--- config.mk ---
export PLATFORM = sky130hd
export DESIGN_NAME = spi_slave_tx
export DESIGN_NICKNAME = d
export VERILOG_FILES = /design/src/rtl/spi_pkg.sv /design/src/rtl/spi_sync_edge.sv /design/src/rtl/spi_slave_tx.sv
export SDC_FILE = /design/constraint.sdc
export NUM_CORES = 1
export LEC_CHECK = 0
export ABC_AREA = 0
export BUFFER_PORTS_ARGS = -buffer_cell sky130_fd_sc_hd__buf_4
export CELL_PAD_IN_SITES_DETAIL_PLACEMENT = 1
export CELL_PAD_IN_SITES_GLOBAL_PLACEMENT = 1
export CORE_MARGIN = 1.5
export CORE_UTILIZATION = 38
export CTS_CLUSTER_DIAMETER = 60
export CTS_CLUSTER_SIZE = 30
export DETAILED_ROUTE_END_ITERATION = 6
export PLACE_DENSITY_LB_ADDON = 0.1
export SLEW_MARGIN = 0
export SYNTH_ARGS = -nofsm -noshare
export SYNTH_HDL_FRONTEND = slang
export SYNTH_HIERARCHICAL = 1
export SYNTH_SLANG_ARGS = --single-unit
--- constraint.sdc ---
create_clock -name clk -period 1.8 [get_ports clk]
set_clock_uncertainty 0.1 [all_clocks]
set_input_delay 0.36 -clock clk [delete_from_list [all_inputs] [get_ports clk]]
set_output_delay 0.36 -clock clk [all_outputs]
set_load 0.05 [all_outputs]
--- src/rtl/spi_pkg.sv ---
// Shared constants and state encoding for the SPI slave datapaths.
package spi_pkg;

  localparam int SPI_BYTE_W    = 8;
  localparam int SPI_BIT_CNT_W = 3;

  localparam logic [SPI_BYTE_W-1:0] SPI_IDLE_BYTE_DEF = 8'hFF;

  typedef enum logic {
    ST_IDLE  = 1'b0,
    ST_SHIFT = 1'b1
  } spi_state_e;

endpackage

--- src/rtl/spi_sync_edge.sv ---
// Synchroniser for an asynchronous SPI pin plus single-cycle rise/fall pulses.
// Edge-to-pulse latency is SYNC_STAGES clk; a consumer registering on the
// pulse sees the edge SYNC_STAGES+1 clk after it happened. SYNC_STAGES must be >= 2.
module spi_sync_edge #(
  parameter int SYNC_STAGES = 2
) (
  input  logic clk,
  input  logic rst,
  input  logic i_async,
  output logic o_rise,
  output logic o_fall
);

  logic [SYNC_STAGES-1:0] sync_q;
  logic                   prev_q;

  // All stages reset to 0: a CS_n still held low across reset produces no
  // fall, so the slave stays deselected until the master reselects it.
  always_ff @(posedge clk) begin
    if (rst) begin
      sync_q <= '0;
      prev_q <= 1'b0;
    end else begin
      sync_q <= {sync_q[SYNC_STAGES-2:0], i_async};
      prev_q <= sync_q[SYNC_STAGES-1];
    end
  end

  assign o_rise =  sync_q[SYNC_STAGES-1] & ~prev_q;
  assign o_fall = ~sync_q[SYNC_STAGES-1] &  prev_q;

endmodule

--- src/rtl/spi_slave_tx.sv ---
// SPI mode-0 slave transmitter (MISO) with a 1-entry holding buffer.
// Build option: SPI_SLAVE_TX_LSB_FIRST_EN shifts bytes out LSB first
// (default MSB first); timing, handshake and pulses are unchanged.
module spi_slave_tx
  import spi_pkg::*;
#(
  parameter logic [SPI_BYTE_W-1:0] IDLE_BYTE   = SPI_IDLE_BYTE_DEF,
  parameter int                    SYNC_STAGES = 2
) (
  input  logic                  clk,
  input  logic                  rst,
  input  logic                  i_spi_sck,
  input  logic                  i_spi_cs_n,
  output logic                  o_spi_miso,
  output logic                  o_spi_miso_en,
  input  logic                  i_tx_valid,
  input  logic [SPI_BYTE_W-1:0] i_tx_data,
  output logic                  o_tx_ready,
  output logic                  o_tx_done,
  output logic                  o_tx_underrun
);

`ifdef SPI_SLAVE_TX_LSB_FIRST_EN
  localparam int TX_BIT = 0;
`else
  localparam int TX_BIT = SPI_BYTE_W - 1;
`endif

  logic sck_rise, sck_fall, cs_rise, cs_fall;

  spi_sync_edge #(.SYNC_STAGES(SYNC_STAGES)) u_sync_sck (
    .clk(clk), .rst(rst), .i_async(i_spi_sck), .o_rise(sck_rise), .o_fall(sck_fall)
  );

  spi_sync_edge #(.SYNC_STAGES(SYNC_STAGES)) u_sync_cs (
    .clk(clk), .rst(rst), .i_async(i_spi_cs_n), .o_rise(cs_rise), .o_fall(cs_fall)
  );

  spi_state_e                 state_q;
  logic [SPI_BIT_CNT_W-1:0]   bit_cnt_q;
  logic [SPI_BYTE_W-1:0]      sh_q;
  logic [SPI_BYTE_W-1:0]      hold_data_q;
  logic                       hold_valid_q;
  logic                       miso_en_q;
  logic                       done_q;
  logic                       underrun_q;

  logic                       accept;
  logic                       reload_req;
  logic [SPI_BYTE_W-1:0]      reload_byte;
  logic [SPI_BYTE_W-1:0]      shifted;

  assign o_tx_ready = ~hold_valid_q & ~rst;
  assign accept     = i_tx_valid & o_tx_ready;

  // Byte-boundary reload request and the shift-register candidates.
  always_comb begin
    reload_req  = 1'b0;
    reload_byte = hold_valid_q ? hold_data_q : IDLE_BYTE;
`ifdef SPI_SLAVE_TX_LSB_FIRST_EN
    shifted     = {1'b0, sh_q[SPI_BYTE_W-1:1]};
`else
    shifted     = {sh_q[SPI_BYTE_W-2:0], 1'b0};
`endif
    if (state_q == ST_IDLE) begin
      reload_req = cs_fall;
    end else begin
      // CS_n rise masks any SCK edge seen in the same cycle.
      reload_req = ~cs_rise & ~sck_rise & sck_fall & (bit_cnt_q == '0);
    end
  end

  // Holding buffer: fill on accept, drain on a reload. Accept only happens
  // when empty and a reload only drains when full, so the two never collide;
  // a byte accepted during an empty-buffer reload waits for the next boundary.
  always_ff @(posedge clk) begin
    if (rst) begin
      hold_valid_q <= 1'b0;
      hold_data_q  <= '0;
    end else if (accept) begin
      hold_valid_q <= 1'b1;
      hold_data_q  <= i_tx_data;
    end else if (reload_req) begin
      hold_valid_q <= 1'b0;
    end
  end

  // Transmit FSM with registered MISO, enable and status pulses.
  always_ff @(posedge clk) begin
    if (rst) begin
      state_q    <= ST_IDLE;
      bit_cnt_q  <= '0;
      sh_q       <= '0;
      miso_en_q  <= 1'b0;
      done_q     <= 1'b0;
      underrun_q <= 1'b0;
    end else begin
      done_q     <= 1'b0;
      underrun_q <= 1'b0;
      if (reload_req) begin
        sh_q       <= reload_byte;
        underrun_q <= ~hold_valid_q;
      end
      case (state_q)
        ST_IDLE: begin
          if (cs_fall) begin
            state_q   <= ST_SHIFT;
            bit_cnt_q <= '0;
            miso_en_q <= 1'b1;
          end
        end
        ST_SHIFT: begin
          if (cs_rise) begin
            state_q   <= ST_IDLE;
            bit_cnt_q <= '0;
            miso_en_q <= 1'b0;
            sh_q      <= '0;
          end else if (sck_rise) begin
            bit_cnt_q <= bit_cnt_q + SPI_BIT_CNT_W'(1);
            done_q    <= (bit_cnt_q == '1);
          end else if (sck_fall && (bit_cnt_q != '0)) begin
            sh_q <= shifted;
          end
        end
        default: state_q <= ST_IDLE;
      endcase
    end
  end

  // sh_q is cleared while deselected, so MISO reads 0 outside a transfer.
  assign o_spi_miso    = sh_q[TX_BIT];
  assign o_spi_miso_en = miso_en_q;
  assign o_tx_done     = done_q;
  assign o_tx_underrun = underrun_q;

endmodule

# == Yosys cells after proc, flatten, opt, wreduce, memory -nomap -nowiden ==
# Cells that the tools add are included.
# classes
addsub,1
reduce_logical,8
n_mux,19
eq_ne,4
bitwise_logic,19
# ops
operator,count
two-way mux 8 bit,6
inverter 1 bit,10
AND 1 bit,9
two-way mux 3 bit,3
two-way mux 1 bit,7
one-hot mux 3 bit (2 select lines),1
"inequality test 2 bit, second input constant",2
one-hot mux 1 bit (2 select lines),2
AND reduction 2 bit,2
OR reduction 4 bit,1
"adder 3 x 1 -> 3 bit, second input constant",1
"== test 3 bit, second input constant",1
logical NOT 3 bit,1
"inequality test 3 bit, second input constant",1
nonzero test 3 bit,1
nonzero test 2 bit,1
OR reduction 2 bit,1
logical AND 1 bit,1
# totals
in_bits,13
ff_bits,30
out_inout_bits,5
word_cells,63

# == Depth between registers and ports, before layout ==
# Gate-level depths: netlist of run 1.
# depth
ltp_word,12
mapped_depth,7
mapped_depth_nobuf,6

# == Cells and area by module ==
# Netlist of run 1, hierarchy kept.
# modules_own_cells
module,cells_per_inst,area_per_inst_um2,instances
spi_slave_tx,120,1079.8,1
spi_sync_edge,8,91.3,2

# == Worst setup path before layout of run 1 ==
# Ideal clock, no wire load.
# synth_timing
path_type,in2out
start,input port rst
end,output port o_tx_ready
arrival_ps,1358
slack_ps,-18
required_ps,1340
stages,3
path_cell_list,buf_4 clkbuf_1 nor2_1
# synth_via
elab_chain_len,2
# synth_lines
element,line,source
from (decl),spi_slave_tx.sv:11,"input logic rst,"
inverter 1 bit,spi_slave_tx.sv:53,assign o_tx_ready = ~hold_valid_q & ~rst;
AND 1 bit,spi_slave_tx.sv:53,
to (decl),spi_slave_tx.sv:18,"output logic o_tx_ready,"
# No other way between the ends.

# == Worst setup path in the final report of run 1 ==
# layout_timing
start,register u_sync_sck.sync_q[1]
end,register sh_q[3]
# layout_via
elab_chain_len,11
word_cells_on_any_way,14
classes_between,mux (6); bitwise (7); reduce/logical (1)
# layout_lines
element,line,source
from (decl),spi_sync_edge.sv:14,logic [SYNC_STAGES-1:0] sync_q;
from (signal assigned),spi_sync_edge.sv:24,"sync_q <= {sync_q[SYNC_STAGES-2:0], i_async};"
AND 1 bit *,spi_sync_edge.sv:29,assign o_rise = sync_q[SYNC_STAGES-1] & ~prev_q;
net sck_rise,spi_slave_tx.sv:29,"logic sck_rise, sck_fall, cs_rise, cs_fall;"
inverter 1 bit (no source line),--,
AND 1 bit (3 in a row),spi_slave_tx.sv:69,reload_req = ~cs_rise & ~sck_rise & sck_fall & (bit_cnt_q == '0);
two-way mux 1 bit,spi_slave_tx.sv:65,if (state_q == ST_IDLE) begin
two-way mux 8 bit,spi_slave_tx.sv:100,if (reload_req) begin
two-way mux 8 bit,spi_slave_tx.sv:121,end else if (sck_fall && (bit_cnt_q != '0)) begin
two-way mux 8 bit,spi_slave_tx.sv:118,end else if (sck_rise) begin
two-way mux 8 bit,spi_slave_tx.sv:113,if (cs_rise) begin
two-way mux 8 bit *,spi_slave_tx.sv:104,case (state_q)
to (signal assigned),spi_slave_tx.sv:101,sh_q <= reload_byte;
to (signal assigned),spi_slave_tx.sv:122,sh_q <= shifted;
to (decl),spi_slave_tx.sv:41,logic [SPI_BYTE_W-1:0] sh_q;
# Mark *: on every way through the listed nets, which the timed path passes. The rest lies on a longest branch.
# A chain may end at the register's enable or synchronous reset.

==> Flow_metrics.wiki, run 1 <==
{| class="wikitable"
! Metric !! Value
|-
| Overall die width || slightly above 60 um
|-
| Fillers || 387
|-
| Maximum vdd ir drop || about 0.00041 V
|-
| Gpl congestion || 0.777
|-
| Setup violators final || 0
|-
| Std-Cell Core Area || 3100 um2
|-
| Number of placed I/O pins || 18
|-
| Setup total negative slack || 0 ns
|-
| Clock period minus final worst setup slack || 1.65 ns
|-
| TritonCTS buffer count || 5
|-
| Hpwl dp || 1950 um
|-
| Share of total power in the clock network || ~34%
|-
| Net switching component of the power || 0.000334 W
|-
| Mean instance size in the synthesized netlist || approximately 9.3 um2
|-
| DR vias/cell || approximately 4.8
|-
| Achievable frequency || between 0.6 and 0.7 GHz
|-
| Critical path start-end classification || register to register
|-
| Largest net degree at the start of global routing || 26
|-
| Gr ovfl total || 0
|-
| Core utilization of the finished layout || between 40% and 50%
|-
| TritonCTS clock tree || done
|-
| Final-report max-slew violation count || 0
|-
| Type of origin of the critical path || register
|-
| Cell with the largest stage delay on the worst path || sky130_fd_sc_hd__dfxtp_1
|-
| Vias in the first global route || about 980
|-
| Proportion of power drawn by combinational gates || about a tenth
|-
| Hold-fix buffers, CTS || 0
|-
| Effective utilization at floorplan || between 40% and 50%
|-
| Slew headroom || between 70 and 80%
|-
| First-pass GRT wire length || 4340 um
|-
| Number of vias in the routed layout || about 970
|-
| Instance count of the mapped netlist || 136
|-
| Type of the most critical hold path || primary input to register
|-
| RSZ-0062 raised after global routing || false
|-
| Post-synth net total || between 150 and 200
|-
| Register bit total from synthesis || 30
|-
| H-tree depth || 2
|-
| Sw Share || 26.2%
|-
| Cell leakage power || 0.608 nW
|-
| Share of cells above drive strength 1 || a little under a quarter
|-
| Critical Path Sink Type || register
|-
| Power per cell area || 844 nW/um2
|-
| MaxCap Viol Count || 0
|-
| Ordered list of cells on the worst path || nor2b_1 > and4bb_1 > a21o_4 > mux2i_1 > o2bb2ai_1
|-
| Number of nets in the layout || ~170
|-
| Register clock-pin slew on the reported worst setup and hold paths || 0.10 ns
|-
| Antenna Violating Nets Remaining || 0
|-
| Critical Path AT || around 1.8 ns
|-
| Critical Path RT || about 1.9 ns
|-
| Share of synthesized area occupied by flip-flops and latches || 47.6%
|-
| Cell area after technology mapping || 1260 um2
|-
| Int Power || 0.000941 W
|-
| Crit Path Max Fanout || 9
|-
| Area of the die || roughly 3700 um2
|-
| Critical path buffer and inverter count || 0
|-
| Pin slew with the least headroom to its limit || about 0.4 ns
|-
| Violation count after the first detailed-routing iteration || 29
|-
| Initial antenna violation count || 0
|-
| WL final || about 2700 um
|-
| Router iterations before antenna repair || 4
|-
| Period utilization || ~91%
|-
| Num Clock Sinks || 30
|-
| Maximum clock insertion buffer count || 2
|-
| Tot GR Track Use || between 15 and 20%
|-
| Area growth from synthesis to final layout || 19.6%
|-
| Clock tree root buffer cell || sky130_fd_sc_hd__clkbuf_4
|-
| Clock Latency Late Sink || roughly 0.33 ns
|-
| Post-detailed-route wirelength per cell || 13.2 um
|-
| Distinct cell type count after synthesis || 25
|-
| DIE HEIGHT || just over 60 um
|-
| Count of yosys warnings during synthesis || 6
|-
| Outcome || finished clean
|-
| Sequential share of power || 55.6%
|-
| Cell class contributing the biggest share of worst-path delay || simple AND/OR/NAND/NOR gates
|-
| Overall power || approximately 0.0013 W
|-
| Ant diodes || 0
|-
| # DRC || 0
|-
| Port-buffer cells || 17
|-
| Final Hold Vio Count || 0
|-
| CP max stage delay || between 0.3 and 0.4 ns
|-
| # rows || 20
|}
## power by group through the flow
stage          Combinational (W)  Sequential, W  Clock [W]
2_1_floorplan          0.0000874       0.000721          0
3_3_place_gp            0.000130       0.000722          0
5_1_grt                 0.000148       0.000713   0.000484
4_1_cts                 0.000135       0.000709   0.000446
6_report                0.000134       0.000709   0.000431
3_5_place_dp            0.000135       0.000724          0
## routing by layer
metal	GRT usage (%)	wire (um)	vias up
met5	0	0	-
met4	5.59	23	0
met3	6.40	83	4
met2	25.2	1270	16
met1	21.9	1290	452
li1	-	-	495
## final cells by class
class / count / area (um2) / share of cell area (%)
clock buffers: 6 / 51.3 / 3.40
clock inverters: 2 / 12.5 / 0.828
inverters: 3 / 11.3 / 0.746
multi-input cells: 96 / 622 / 41.2
flip-flops and latches: 30 / 601 / 39.8
well taps: 44 / 55.1 / 3.65
repair buffers: 21 / 158 / 10.4
## cell usage in the layout, fill, tap and decap left out
master,count
sky130_fd_sc_hd__a21o_2,2
sky130_fd_sc_hd__o211ai_1,2
sky130_fd_sc_hd__nor2b_1,13
sky130_fd_sc_hd__clkbuf_4,5
sky130_fd_sc_hd__clkbuf_8,1
sky130_fd_sc_hd__buf_4,21
sky130_fd_sc_hd__clkinvlp_4,1
sky130_fd_sc_hd__nand2b_1,3
sky130_fd_sc_hd__and2b_4,1
sky130_fd_sc_hd__mux2i_1,8
sky130_fd_sc_hd__o21a_2,1
sky130_fd_sc_hd__nand2_1,21
sky130_fd_sc_hd__ha_1,3
sky130_fd_sc_hd__nor3_1,3
sky130_fd_sc_hd__nor2_2,1
sky130_fd_sc_hd__inv_1,3
sky130_fd_sc_hd__or2b_1,6
sky130_fd_sc_hd__clkinv_2,1
sky130_fd_sc_hd__a311oi_2,1
sky130_fd_sc_hd__or2b_2,1
sky130_fd_sc_hd__nor2_1,8
sky130_fd_sc_hd__dfxtp_1,30
sky130_fd_sc_hd__a21o_4,1
sky130_fd_sc_hd__a21oi_1,13
sky130_fd_sc_hd__and4bb_1,1
sky130_fd_sc_hd__o2bb2ai_1,7
## repair_timing
action / 4_1_cts / 5_1_grt
endpoints found under the setup margin: 1 / 1
resized for setup: 1 / 1
buffers inserted: 0 / 0
cloned: 0 / 0
hold endpoints to repair: 0 / 0
## state kept, by name, indices dropped and copies added (netlist names)
signal / count
bit_cnt_q: 3
hold_data_q: 8
hold_valid_q: 1
o_spi_miso_en: 1
o_tx_done: 1
o_tx_underrun: 1
sh_q: 8
state_q: 1
u_sync_cs/prev_q: 1
u_sync_cs/sync_q: 2
u_sync_sck/prev_q: 1
u_sync_sck/sync_q: 2
## kinds of logic after synthesis
group | synth area share, %
AND/OR/NAND/NOR | 24.1
flip-flops | 47.6
multiplexers | 6.34
AO/OA/AOI/OAI | 15.1
adder cells (fa/ha/maj) | 2.97
buffers and inverters | 3.96
## stage by stage
| step | instance area [um2] | worst slack (ns) | hold slack (ns) | instances |
|---|---|---|---|---|
| 2_1_floorplan | 1260 | 0.203 | 0.314 | 136 |
| 3_3_place_gp | 1440 | 0.136 | 0.324 | 194 |
| 3_5_place_dp | 1440 | 0.0250 | 0.329 | 194 |
| 4_1_cts | 1500 | 0.0899 | 0.127 | 202 |
| 5_1_grt | 1510 | 0.0435 | 0.117 | 202 |
| 6_report | 1510 | 0.155 | 0.132 | 202 |
## synthesized netlist by cell type
cell type,instances,area (um2)
sky130_fd_sc_hd__a21o_1,1,7.51
sky130_fd_sc_hd__a21o_2,2,17.5
sky130_fd_sc_hd__a21oi_1,13,65.1
sky130_fd_sc_hd__a311oi_2,1,15.0
sky130_fd_sc_hd__and2b_4,1,10.0
sky130_fd_sc_hd__and4bb_1,1,12.5
sky130_fd_sc_hd__buf_1,1,3.75
sky130_fd_sc_hd__buf_2,1,5.00
sky130_fd_sc_hd__buf_4,1,7.51
sky130_fd_sc_hd__buf_6,1,11.3
sky130_fd_sc_hd__clkbuf_1,3,11.3
sky130_fd_sc_hd__dfxtp_1,30,601
sky130_fd_sc_hd__ha_1,3,37.5
sky130_fd_sc_hd__inv_1,3,11.3
sky130_fd_sc_hd__mux2i_1,8,80.1
sky130_fd_sc_hd__nand2_1,21,78.8
sky130_fd_sc_hd__nand2b_1,3,18.8
sky130_fd_sc_hd__nor2_1,9,33.8
sky130_fd_sc_hd__nor2b_1,13,81.3
sky130_fd_sc_hd__nor3_1,3,15.0
sky130_fd_sc_hd__o211ai_1,2,15.0
sky130_fd_sc_hd__o21a_2,1,8.76
sky130_fd_sc_hd__o2bb2ai_1,7,61.3
sky130_fd_sc_hd__or2b_1,6,45.0
sky130_fd_sc_hd__or2b_2,1,8.76
## final timing paths
check	cells after the start	start	slack, ns	to
max	5	u_sync_sck/sync_q[1]	0.15	sh_q[3]
min	2	i_spi_sck	0.13	u_sync_sck/sync_q[0]
max reg2reg	5	u_sync_sck/sync_q[1]	0.15	sh_q[3]
min reg2reg	1	u_sync_sck/sync_q[0]	0.35	u_sync_sck/sync_q[1]
(Power assumes the default switching activity.)
==> inputs of run 2 (changes only) <==
Settings changed: CORE_MARGIN 1.5 to 5.
Clock period 1.8 ns to 1.6 ns, I/O delays scaled along.
==> run 2 against run 1 <==
Net effect: register-to-register slack got worse by 0.10 ns; die area increased by 24%; largest cell class unchanged; first-iteration DRC count increased by 3.4%.
==> Flow_metrics.wiki, run 2 (synthesized netlist as in run 1, its figures left out) <==
{| class="wikitable"
! Metric !! Value
|-
| Outcome || finished clean
|-
| Final Hold Vio Count || 0
|-
| M2 GR Usage || about a fifth
|-
| TritonCTS buffer count || 5
|-
| WL final || 2800 um
|-
| Initial antenna violation count || 0
|-
| Number of setup buffers added after CTS || 0
|-
| Violation count after the first detailed-routing iteration || 30
|-
| TritonCTS clock tree || done
|-
| Register clock-pin slew on the reported worst setup and hold paths || ~0.1 ns
|-
| Critical Path Sink Type || register
|-
| Setup violators final || 0
|-
| Type of the most critical hold path || primary input to register
|-
| H-tree depth || 2
|-
| Number of cells traversed by the worst register-to-register path || 5
|-
| Area growth from synthesis to final layout || 25.5%
|-
| Gr ovfl total || 0
|-
| # DRC || 0
|-
| Router iterations before antenna repair || 4
|-
| Post-detailed-route wirelength per cell || approximately 13 um
|-
| Routing usage on met3 || 4.99%
|-
| Crit Path Max Fanout || 4
|-
| Clock period minus final worst setup slack || between 1.5 and 2 ns
|-
| Largest net degree at the start of global routing || 26
|-
| Final-report max-slew violation count || 0
|-
| Largest registers || hold_data_q (8), sh_q (8), bit_cnt_q (3)
|-
| Post-route insts no fill || roughly 210
|-
| Number of vias in the routed layout || between 1000 and 1500
|-
| Share of cells above drive strength 1 || roughly a third
|-
| Num Clock Sinks || 30
|-
| End of the worst register-to-register path || sh_q[6]
|-
| Most common cell after layout, fill and taps aside || sky130_fd_sc_hd__buf_4
|-
| Maximum clock insertion buffer count || 2
|-
| Achievable frequency || approximately 0.65 GHz
|-
| Most congested layer reported by global routing || met2
|-
| DR vias/cell || about 4.8
|-
| Std-Cell Core Area || roughly 3300 um2
|-
| HP Start || i_spi_sck
|-
| First-pass GRT wire length || 4490 um
|-
| Antenna Violating Nets Remaining || 0
|-
| Maximum vdd ir drop || 0.000339 V
|-
| Vias in the first global route || approximately 1000
|-
| Post-route standard cell area excluding fillers || around 1600 um2
|-
| Port-buffer cells || 17
|-
| MaxCap Viol Count || 0
|-
| Critical path start-end classification || register to register
|-
| Leading cell types in the layout, fill and taps excluded || sky130_fd_sc_hd__buf_4, sky130_fd_sc_hd__dfxtp_1, sky130_fd_sc_hd__nand2_1, sky130_fd_sc_hd__a21oi_1, sky130_fd_sc_hd__nor2b_1
|-
| Source of the worst register-to-register timing path || u_sync_sck/sync_q[1]
|-
| Overall power || between 0.001 and 0.0015 W
|-
| # rows || 21
|-
| Effective utilization at floorplan || between 30% and 40%
|-
| Placed Cells incl. Taps || just over 200
|-
| Instance count along the most critical hold path || 2
|-
| Hpwl dp || around 2000 um
|-
| Clock Latency Late Sink || 0.33 ns
|-
| Tot GR Track Use || between 10 and 15%
|-
| Overall die width || about 68 um
|-
| Period utilization || just under 100%
|-
| Gpl congestion || about 0.77
|-
| Pin slew with the least headroom to its limit || between 0.3 and 0.4 ns
|-
| Area of the die || between 4000 and 5000 um2
|-
| Critical Path RT || between 1.5 and 2 ns
|-
| DIE HEIGHT || ~68 um
|-
| Post-placement cell area || 1490 um2
|-
| Ant diodes || 0
|-
| Type of origin of the critical path || register
|-
| Slack of the worst reg-to-reg path || 0.05 ns
|-
| Critical Path AT || about 1.7 ns
|-
| Number of nets in the layout || 180
|-
| Clock tree root buffer cell || sky130_fd_sc_hd__clkbuf_4
|-
| Hold EP || u_sync_sck/sync_q[0]
|-
| Slew headroom || between 70% and 80%
|-
| Power per cell area || 905 nW/um2
|-
| Hold-fix buffers, CTS || 0
|-
| Number of placed I/O pins || 18
|-
| GR met1 Demand/Resource || roughly 17%
|-
| Cell leakage power || between 0.6 and 0.7 nW
|}
-- run 2: stage by stage --
stage,hold WS (ns),setup TNS (ns),setup WS (ns),util [%]
floorplan,0.292,0,0.0831,-
global placement,0.328,-0.256,-0.0393,45.3
detailed placement,0.335,-0.707,-0.102,45.3
CTS,0.0985,0,0.0140,47.4
global route,0.104,-0.0669,-0.0205,48.2
finish,0.115,0,0.0512,48.2
-- run 2: layout make-up --
cell class | instances | area (um2)
clock inverters | 1 | 5.00
well taps | 46 | 57.6
flip-flops and latches | 30 | 606
multi-input cells | 97 | 647
repair buffers | 27 | 203
inverters | 3 | 11.3
clock buffers | 7 | 55.1
fillers | 396 | 1700
-- run 2: worst max path at each step --
stage,start,to
after floorplan,rst,o_tx_ready
after CTS,bit_cnt_q[0],sh_q[2]
after global routing,u_sync_sck/sync_q[1],sh_q[4]
after global placement,bit_cnt_q[1],sh_q[7]
final,u_sync_sck/sync_q[1],sh_q[6]
after detailed placement,u_sync_sck/sync_q[1],sh_q[2]
-- run 2: worst max-delay path, cell delays in order, from the launching register on --
cell	delay (ns)
sky130_fd_sc_hd__dfxtp_2	0.34
sky130_fd_sc_hd__nor2b_2	0.16
sky130_fd_sc_hd__and4bb_2	0.34
sky130_fd_sc_hd__a21o_2	0.21
sky130_fd_sc_hd__mux2i_1	0.21
sky130_fd_sc_hd__o2bb2ai_1	0.09
-- run 2: power by group --
part | internal (W) | leakage (nW) | switching (W)
logic | 0.0000781 | 0.366 | 0.0000831
clock network | 0.000213 | 0.0353 | 0.000262
registers | 0.000777 | 0.246 | 0.0000204
-- run 2: per-layer routing --
layer  vias up  share of wire (%)
li1        515                  -
met1       476                 49
met2        19                 45
met3         5                4.4
met4         0                1.7
met5         -                  0
-- run 2: what timing repair did --
action | 4_1_cts | 5_1_grt
resized for setup | 4 | 8
cloned | 0 | 1
setup endpoints to repair | 9 | 9
pin swaps | 0 | 3
